$ cat src/rtl/wb_pipe_reg_if.sv
// Write-back pipeline register bus: the stage controls, the incoming write-back
// slot and the registered stage contents with their action/counter observers.
`timescale 1ns/1ps

interface wb_pipe_reg_if #(
  parameter int DATA_W  = 32,
  parameter int ADDR_W  = 5,
  parameter int NCH     = 2,
  parameter int STALL_W = 6,
  parameter int CNT_W   = 16
);
  // Pipeline control
  logic [STALL_W-1:0]    stall;
  logic                  flush;
  logic                  cnt_clr;

  // Upstream write-back slot
  logic                  in_valid;
  logic [NCH-1:0]        in_we;
  logic [NCH*ADDR_W-1:0] in_addr;
  logic [NCH*DATA_W-1:0] in_data;
  logic                  in_whilo;
  logic [DATA_W-1:0]     in_hi;
  logic [DATA_W-1:0]     in_lo;
  logic                  in_llbit_we;
  logic                  in_llbit_val;

  // Registered stage contents
  logic                  out_valid;
  logic [NCH-1:0]        out_we;
  logic [NCH*ADDR_W-1:0] out_addr;
  logic [NCH*DATA_W-1:0] out_data;
  logic                  out_whilo;
  logic [DATA_W-1:0]     out_hi;
  logic [DATA_W-1:0]     out_lo;
  logic                  out_llbit_we;
  logic                  out_llbit_val;

  // Action / statistics observers
  logic [1:0]            last_op;
  logic [CNT_W-1:0]      bubble_cnt;
  logic [CNT_W-1:0]      hold_cnt;

  // Producer side: drives controls and the incoming slot
  modport master (
    output stall, flush, cnt_clr,
    output in_valid, in_we, in_addr, in_data, in_whilo, in_hi, in_lo,
    output in_llbit_we, in_llbit_val,
    input  out_valid, out_we, out_addr, out_data, out_whilo, out_hi, out_lo,
    input  out_llbit_we, out_llbit_val,
    input  last_op, bubble_cnt, hold_cnt
  );

  // Pipeline register side
  modport slave (
    input  stall, flush, cnt_clr,
    input  in_valid, in_we, in_addr, in_data, in_whilo, in_hi, in_lo,
    input  in_llbit_we, in_llbit_val,
    output out_valid, out_we, out_addr, out_data, out_whilo, out_hi, out_lo,
    output out_llbit_we, out_llbit_val,
    output last_op, bubble_cnt, hold_cnt
  );
endinterface

$ cat src/rtl/wb_pipe_reg.sv
// Write-back pipeline register between two stages. Each edge applies exactly
// one action (FLUSH > BUBBLE > HOLD > LOAD), records it in last_op, and counts
// bubbles and holds in saturating counters. STAGE must not exceed STALL_W-2.
`timescale 1ns/1ps

module wb_pipe_reg #(
  parameter int DATA_W  = 32,
  parameter int ADDR_W  = 5,
  parameter int NCH     = 2,
  parameter int STALL_W = 6,
  parameter int STAGE   = 4,
  parameter int CNT_W   = 16
) (
  input logic          clk,
  input logic          rst_n,
  wb_pipe_reg_if.slave bus
);

  typedef enum logic [1:0] {
    OP_LOAD   = 2'd0,
    OP_HOLD   = 2'd1,
    OP_BUBBLE = 2'd2,
    OP_FLUSH  = 2'd3
  } op_e;

  localparam logic [CNT_W-1:0] CNT_ONE = {{(CNT_W-1){1'b0}}, 1'b1};
  localparam logic [CNT_W-1:0] CNT_MAX = {CNT_W{1'b1}};

  op_e  w_op;
  logic w_kill;   // stage is overwritten with reset values
  logic w_take;   // stage samples the upstream slot
  logic w_live;   // upstream slot carries a real instruction

  // Only our own stall bit and the downstream one matter; the rest of the
  // vector belongs to other stages.
  logic w_unused_stall;
  assign w_unused_stall = ^bus.stall;

  // Action decode: flush beats every stall combination
  always_comb begin
    w_op = OP_LOAD;
    if (bus.flush)
      w_op = OP_FLUSH;
    else if (bus.stall[STAGE])
      w_op = bus.stall[STAGE+1] ? OP_HOLD : OP_BUBBLE;
  end

  assign w_kill = (w_op == OP_FLUSH) || (w_op == OP_BUBBLE);
  assign w_take = (w_op == OP_LOAD);
  assign w_live = bus.in_valid;

  logic              r_valid;
  logic              r_whilo;
  logic [DATA_W-1:0] r_hi;
  logic [DATA_W-1:0] r_lo;
  logic              r_llbit_we;
  logic              r_llbit_val;
  op_e               r_last_op;
  logic [CNT_W-1:0]  r_bubble_cnt;
  logic [CNT_W-1:0]  r_hold_cnt;

  // Shared stage fields; an invalid slot is loaded as a clean NOP
  always_ff @(posedge clk or negedge rst_n) begin
    if (!rst_n) begin
      r_valid     <= 1'b0;
      r_whilo     <= 1'b0;
      r_hi        <= '0;
      r_lo        <= '0;
      r_llbit_we  <= 1'b0;
      r_llbit_val <= 1'b0;
    end else if (w_kill) begin
      r_valid     <= 1'b0;
      r_whilo     <= 1'b0;
      r_hi        <= '0;
      r_lo        <= '0;
      r_llbit_we  <= 1'b0;
      r_llbit_val <= 1'b0;
    end else if (w_take) begin
      r_valid     <= w_live;
      r_whilo     <= w_live & bus.in_whilo;
      r_hi        <= w_live ? bus.in_hi : '0;
      r_lo        <= w_live ? bus.in_lo : '0;
      r_llbit_we  <= w_live & bus.in_llbit_we;
      r_llbit_val <= w_live & bus.in_llbit_val;
    end
  end

  // Per-channel GPR write-back fields
  for (genvar gi = 0; gi < NCH; gi++) begin : g_ch
    logic              r_we;
    logic [ADDR_W-1:0] r_addr;
    logic [DATA_W-1:0] r_data;

    // Channel gi stage register, same action rules as the shared fields
    always_ff @(posedge clk or negedge rst_n) begin
      if (!rst_n) begin
        r_we   <= 1'b0;
        r_addr <= '0;
        r_data <= '0;
      end else if (w_kill) begin
        r_we   <= 1'b0;
        r_addr <= '0;
        r_data <= '0;
      end else if (w_take) begin
        r_we   <= w_live & bus.in_we[gi];
        r_addr <= w_live ? bus.in_addr[gi*ADDR_W +: ADDR_W] : '0;
        r_data <= w_live ? bus.in_data[gi*DATA_W +: DATA_W] : '0;
      end
    end

    assign bus.out_we[gi]                     = r_we;
    assign bus.out_addr[gi*ADDR_W +: ADDR_W]  = r_addr;
    assign bus.out_data[gi*DATA_W +: DATA_W]  = r_data;
  end

  // Remember which action was applied at the latest edge
  always_ff @(posedge clk or negedge rst_n) begin
    if (!rst_n)
      r_last_op <= OP_LOAD;
    else
      r_last_op <= w_op;
  end

  // Saturating bubble/hold counters; clear wins over a same-cycle increment
  always_ff @(posedge clk or negedge rst_n) begin
    if (!rst_n) begin
      r_bubble_cnt <= '0;
      r_hold_cnt   <= '0;
    end else if (bus.cnt_clr) begin
      r_bubble_cnt <= '0;
      r_hold_cnt   <= '0;
    end else begin
      if (w_op == OP_BUBBLE && r_bubble_cnt != CNT_MAX)
        r_bubble_cnt <= r_bubble_cnt + CNT_ONE;
      if (w_op == OP_HOLD && r_hold_cnt != CNT_MAX)
        r_hold_cnt <= r_hold_cnt + CNT_ONE;
    end
  end

  assign bus.out_valid     = r_valid;
  assign bus.out_whilo     = r_whilo;
  assign bus.out_hi        = r_hi;
  assign bus.out_lo        = r_lo;
  assign bus.out_llbit_we  = r_llbit_we;
  assign bus.out_llbit_val = r_llbit_val;
  assign bus.last_op       = r_last_op;
  assign bus.bubble_cnt    = r_bubble_cnt;
  assign bus.hold_cnt      = r_hold_cnt;

endmodule
$ cat src/flat_wrapper.sv
// flat-port wrapper written by rule: the top's interface ports become plain ports
module wb_pipe_reg_flat 
#(
  parameter int DATA_W  = 32,
  parameter int ADDR_W  = 5,
  parameter int NCH     = 2,
  parameter int STALL_W = 6,
  parameter int STAGE   = 4,
  parameter int CNT_W   = 16
)
  (clk, rst_n, bus_stall, bus_flush, bus_cnt_clr, bus_in_valid, bus_in_we, bus_in_addr, bus_in_data, bus_in_whilo, bus_in_hi, bus_in_lo, bus_in_llbit_we, bus_in_llbit_val, bus_out_valid, bus_out_we, bus_out_addr, bus_out_data, bus_out_whilo, bus_out_hi, bus_out_lo, bus_out_llbit_we, bus_out_llbit_val, bus_last_op, bus_bubble_cnt, bus_hold_cnt);
  wb_pipe_reg_if #(.DATA_W(DATA_W), .ADDR_W(ADDR_W), .NCH(NCH), .STALL_W(STALL_W), .CNT_W(CNT_W)) bus_i ();
  input logic clk;
  input logic rst_n;
  input wire logic [$bits(bus_i.stall)-1:0] bus_stall;
  input wire logic [$bits(bus_i.flush)-1:0] bus_flush;
  input wire logic [$bits(bus_i.cnt_clr)-1:0] bus_cnt_clr;
  input wire logic [$bits(bus_i.in_valid)-1:0] bus_in_valid;
  input wire logic [$bits(bus_i.in_we)-1:0] bus_in_we;
  input wire logic [$bits(bus_i.in_addr)-1:0] bus_in_addr;
  input wire logic [$bits(bus_i.in_data)-1:0] bus_in_data;
  input wire logic [$bits(bus_i.in_whilo)-1:0] bus_in_whilo;
  input wire logic [$bits(bus_i.in_hi)-1:0] bus_in_hi;
  input wire logic [$bits(bus_i.in_lo)-1:0] bus_in_lo;
  input wire logic [$bits(bus_i.in_llbit_we)-1:0] bus_in_llbit_we;
  input wire logic [$bits(bus_i.in_llbit_val)-1:0] bus_in_llbit_val;
  output wire logic [$bits(bus_i.out_valid)-1:0] bus_out_valid;
  output wire logic [$bits(bus_i.out_we)-1:0] bus_out_we;
  output wire logic [$bits(bus_i.out_addr)-1:0] bus_out_addr;
  output wire logic [$bits(bus_i.out_data)-1:0] bus_out_data;
  output wire logic [$bits(bus_i.out_whilo)-1:0] bus_out_whilo;
  output wire logic [$bits(bus_i.out_hi)-1:0] bus_out_hi;
  output wire logic [$bits(bus_i.out_lo)-1:0] bus_out_lo;
  output wire logic [$bits(bus_i.out_llbit_we)-1:0] bus_out_llbit_we;
  output wire logic [$bits(bus_i.out_llbit_val)-1:0] bus_out_llbit_val;
  output wire logic [$bits(bus_i.last_op)-1:0] bus_last_op;
  output wire logic [$bits(bus_i.bubble_cnt)-1:0] bus_bubble_cnt;
  output wire logic [$bits(bus_i.hold_cnt)-1:0] bus_hold_cnt;
  assign bus_i.stall = bus_stall;
  assign bus_i.flush = bus_flush;
  assign bus_i.cnt_clr = bus_cnt_clr;
  assign bus_i.in_valid = bus_in_valid;
  assign bus_i.in_we = bus_in_we;
  assign bus_i.in_addr = bus_in_addr;
  assign bus_i.in_data = bus_in_data;
  assign bus_i.in_whilo = bus_in_whilo;
  assign bus_i.in_hi = bus_in_hi;
  assign bus_i.in_lo = bus_in_lo;
  assign bus_i.in_llbit_we = bus_in_llbit_we;
  assign bus_i.in_llbit_val = bus_in_llbit_val;
  assign bus_out_valid = bus_i.out_valid;
  assign bus_out_we = bus_i.out_we;
  assign bus_out_addr = bus_i.out_addr;
  assign bus_out_data = bus_i.out_data;
  assign bus_out_whilo = bus_i.out_whilo;
  assign bus_out_hi = bus_i.out_hi;
  assign bus_out_lo = bus_i.out_lo;
  assign bus_out_llbit_we = bus_i.out_llbit_we;
  assign bus_out_llbit_val = bus_i.out_llbit_val;
  assign bus_last_op = bus_i.last_op;
  assign bus_bubble_cnt = bus_i.bubble_cnt;
  assign bus_hold_cnt = bus_i.hold_cnt;
  wb_pipe_reg #(.DATA_W(DATA_W), .ADDR_W(ADDR_W), .NCH(NCH), .STALL_W(STALL_W), .STAGE(STAGE), .CNT_W(CNT_W)) u_core (.clk(clk), .rst_n(rst_n), .bus(bus_i));
endmodule
$ cat config.mk
export PLATFORM = sky130hd
export DESIGN_NAME = wb_pipe_reg_flat
export DESIGN_NICKNAME = d
export VERILOG_FILES = /design/src/rtl/wb_pipe_reg_if.sv /design/src/rtl/wb_pipe_reg.sv /design/src/flat_wrapper.sv
export SDC_FILE = /design/constraint.sdc
export NUM_CORES = 1
export LEC_CHECK = 0
export BUFFER_PORTS_ARGS = -buffer_cell sky130_fd_sc_hd__buf_2
export CAP_MARGIN = 20
export CORE_MARGIN = 1.5
export CORE_UTILIZATION = 35
export CTS_BUF_LIST = sky130_fd_sc_hd__clkbuf_4 sky130_fd_sc_hd__clkbuf_8 sky130_fd_sc_hd__clkbuf_16
export DETAILED_ROUTE_END_ITERATION = 6
export HOLD_SLACK_MARGIN = 0.06
export SLEW_MARGIN = 25
export SYNTH_ARGS = -nofsm -noshare
export SYNTH_HDL_FRONTEND = slang
export SYNTH_SLANG_ARGS = --single-unit
$ cat constraint.sdc
create_clock -name clk -period 3.45 [get_ports clk]
set_input_delay 0.1725 -clock clk [delete_from_list [all_inputs] [get_ports clk]]
set_output_delay 0.1725 -clock clk [all_outputs]
set_load 0.01 [all_outputs]
==> results_dict.tcl <==
set metrics [dict create \
    status "complete, no violations" \
    track_usage 0.209 \
    worstReg2RegEnd "u_core.bus.hold_cnt[14]" \
    period_needed_ps 2100 \
    grt_overflow 0 \
    drt_pass1_iterations 4 \
    initial_core_util 0.355 \
    clockBufferDepth 2 \
    ys_ff_latch 178 \
    die_h_um 143 \
    max-cap-violations 0 \
    coreArea_um2 19400 \
    worstReg2RegStart "u_core.bus.hold_cnt[0]" \
    power.leakage_nw 5.66 \
    ys_types 44 \
    cts_resized 0 \
    fin_cells 1258 \
    cts_sinks 178 \
    grt_max_degree 89 \
    preCtsSetupSlack_ps 1350 \
    antenna_left 0 \
    max_clock_freq_ghz 0.476 \
    seq_area_um2 4450 \
    async_flop_share 1.00 \
    post_route_cells_drive_above_1_share 0.380 \
    total_power_mw 4.54 \
    grt_first_pass_wirelength_um 33300 \
    hold_path.class "primary input to flip-flop" \
    place_congestion 0.761 \
    cp.arrival_ps 2420 \
    finalCoreUtilization 0.558 \
    hold_path.startpoint "bus_stall[4]" \
    holdWs_ps 107 \
    antenna_found_initial 1 \
    setup_viol 0 \
    hold_depth 2 \
    clkSlewWorstSetupHoldPaths_ps 70 \
    worst_slack_ps 1350 \
    root_buffer "clkbuf_16" \
    h-tree-depth 4 \
    end_kind "flip-flop" \
    synthCells 523 \
    synth_nets 679 \
    worstSkewPairLatency_ps 420 \
    hold_violations 0 \
    drtIter0Drc 280 \
    vias 6355 \
    chipWidth_um 143 \
    post-cts-setup-buffers 0 \
    worst_pin_slew_ps 937 \
    pwr_density_cell_nw_per_um2 420 \
    ioPinCount 332 \
    cp.required_ps 3770 \
    avgRoutedWirePerCell_um 17.4 \
    ys_warn_count 0 \
    fillers 1672 \
    cts_buffers 17 \
    ir_drop_uv 294 \
    hpwlAfterDp_um 13400 \
    setup_tns_ps 0 \
    dp.cells 1081 \
    syn2layout_area_growth_pct 57.0 \
    cts_tree "yes" \
    via_per_inst 5.05 \
    synth_seq_area_share 0.646 \
    crit_fanout 9 \
    row_count 51 \
    reg2reg_depth 5 \
    fin_crit_sh 0.609 \
    slew-limit-headroom 0.376 \
    drc 0 \
    synth-main-ff-cell "dfrtp_1" \
    report.final.slew_viol_count 0 \
    multi_input_area_um2 2250 \
    grt_setup_unrepaired "false" \
    place_area_um2 8780 \
    dieArea_um2 20500 \
    synth-edff-count 0 \
    finClkSkew_ps 6.23 \
    synth_area_um2 6890 \
    hold-path-endpoint "u_core.bus.last_op[1]" \
    first_global_vias 6317 \
    avgSynthCellArea_um2 13.2 \
    crit_type "flip-flop to flip-flop" \
    regToRegSetupSlack_ps 1350 \
    port_buffers 327 \
    cp-start-kind "flip-flop" \
    routed_wl_um 21900 \
    nNetsFinal 1136 \
    final_area_um2 10800 \
]
cell families after synthesis:
family	Yosys count	synth area share
fa+ha+maj	2	0.00363
buf+inv	49	0.0296
flops	178	0.646
simple gates	91	0.0803
mux	4	0.00636
compound gates	199	0.234
registers in the layout, indices dropped and copies added, names as in the netlist:
register,flops
u_core.bus.out_lo,32
u_core.bus.last_op,2
u_core.bus.hold_cnt,16
u_core.bus.out_llbit_val,1
u_core.g_ch.r_data,64
u_core.bus.out_llbit_we,1
u_core.bus.bubble_cnt,16
u_core.g_ch.r_we,2
u_core.bus.out_whilo,1
u_core.g_ch.r_addr,10
u_core.bus.out_hi,32
u_core.bus.out_valid,1
metal layers:
layer | wire, µm | track usage | vias to the layer above
met3 | 1130 | 0.0493 | 36
met1 | 9320 | 0.267 | 3131
met5 | 0 | 0 | -
met2 | 10900 | 0.346 | 243
met4 | 574 | 0.0747 | 0
li1 | - | - | 2945
worst max-delay path, stage by stage (launching register included):
cell     delay, ps
dfrtp_1        420
ha_1           190
nand3_1        170
or3_1          530
or4b_1         550
o211a_1        140
cell type report:
cell class,count,area share
clock inverter,13,0.0132
antenna,1,0.000231
tap,265,0.0306
timing repair buffer,481,0.293
inverter,6,0.00208
sequential,178,0.412
clock buffer,18,0.0406
multi-input combinational,296,0.208
cell usage in the layout (no fill, tap or decap), types with 7 or more instances in the layout:
cell / count
a21oi_1: 22
a22o_1: 143
buf_2: 326
buf_4: 8
clkbuf_16: 17
dfrtp_1: 178
dlygate4sd3_1: 145
nand2_1: 13
nand3_1: 11
nand4_1: 9
nor2_1: 9
o21ai_0: 7
o31ai_1: 15
or3_1: 7
or4_1: 15
synth_stat cells (7+ instances only):
cell	instances	area (µm²)
nand3_1	11	55.1
o21ai_0	7	35.0
nor2_1	10	37.5
or3_1	7	43.8
clkbuf_1	26	97.6
a21oi_1	22	110
nand4_1	9	56.3
a22o_1	143	1250
nand2_1	13	48.8
o31ai_1	15	113
buf_1	10	37.5
or4_1	15	113
dfrtp_1	178	4450
where the power goes:
part	switching, mW	internal [mW]	total [mW]
clock network	0.908	0.981	1.89
logic	0.225	0.254	0.478
registers	0.0330	2.14	2.17
worst max-delay path by stage:
stage | startpoint | end | cells past startpoint
after global placement | u_core.bus.hold_cnt[0] | u_core.bus.hold_cnt[14] | 5
after detailed placement | u_core.bus.hold_cnt[0] | u_core.bus.hold_cnt[14] | 5
after global routing | u_core.bus.hold_cnt[0] | u_core.bus.hold_cnt[12] | 5
after floorplan | u_core.bus.hold_cnt[0] | u_core.bus.hold_cnt[14] | 6
final | u_core.bus.hold_cnt[0] | u_core.bus.hold_cnt[14] | 5
after CTS | u_core.bus.hold_cnt[0] | u_core.bus.hold_cnt[14] | 5
repair_timing:
action	4_1_cts	5_1_grt
hold buffers	145	0
setup endpoints to repair	0	0
endpoints found under the hold margin	226	0
No activity file was read; power rests on OpenSTA's default activity.
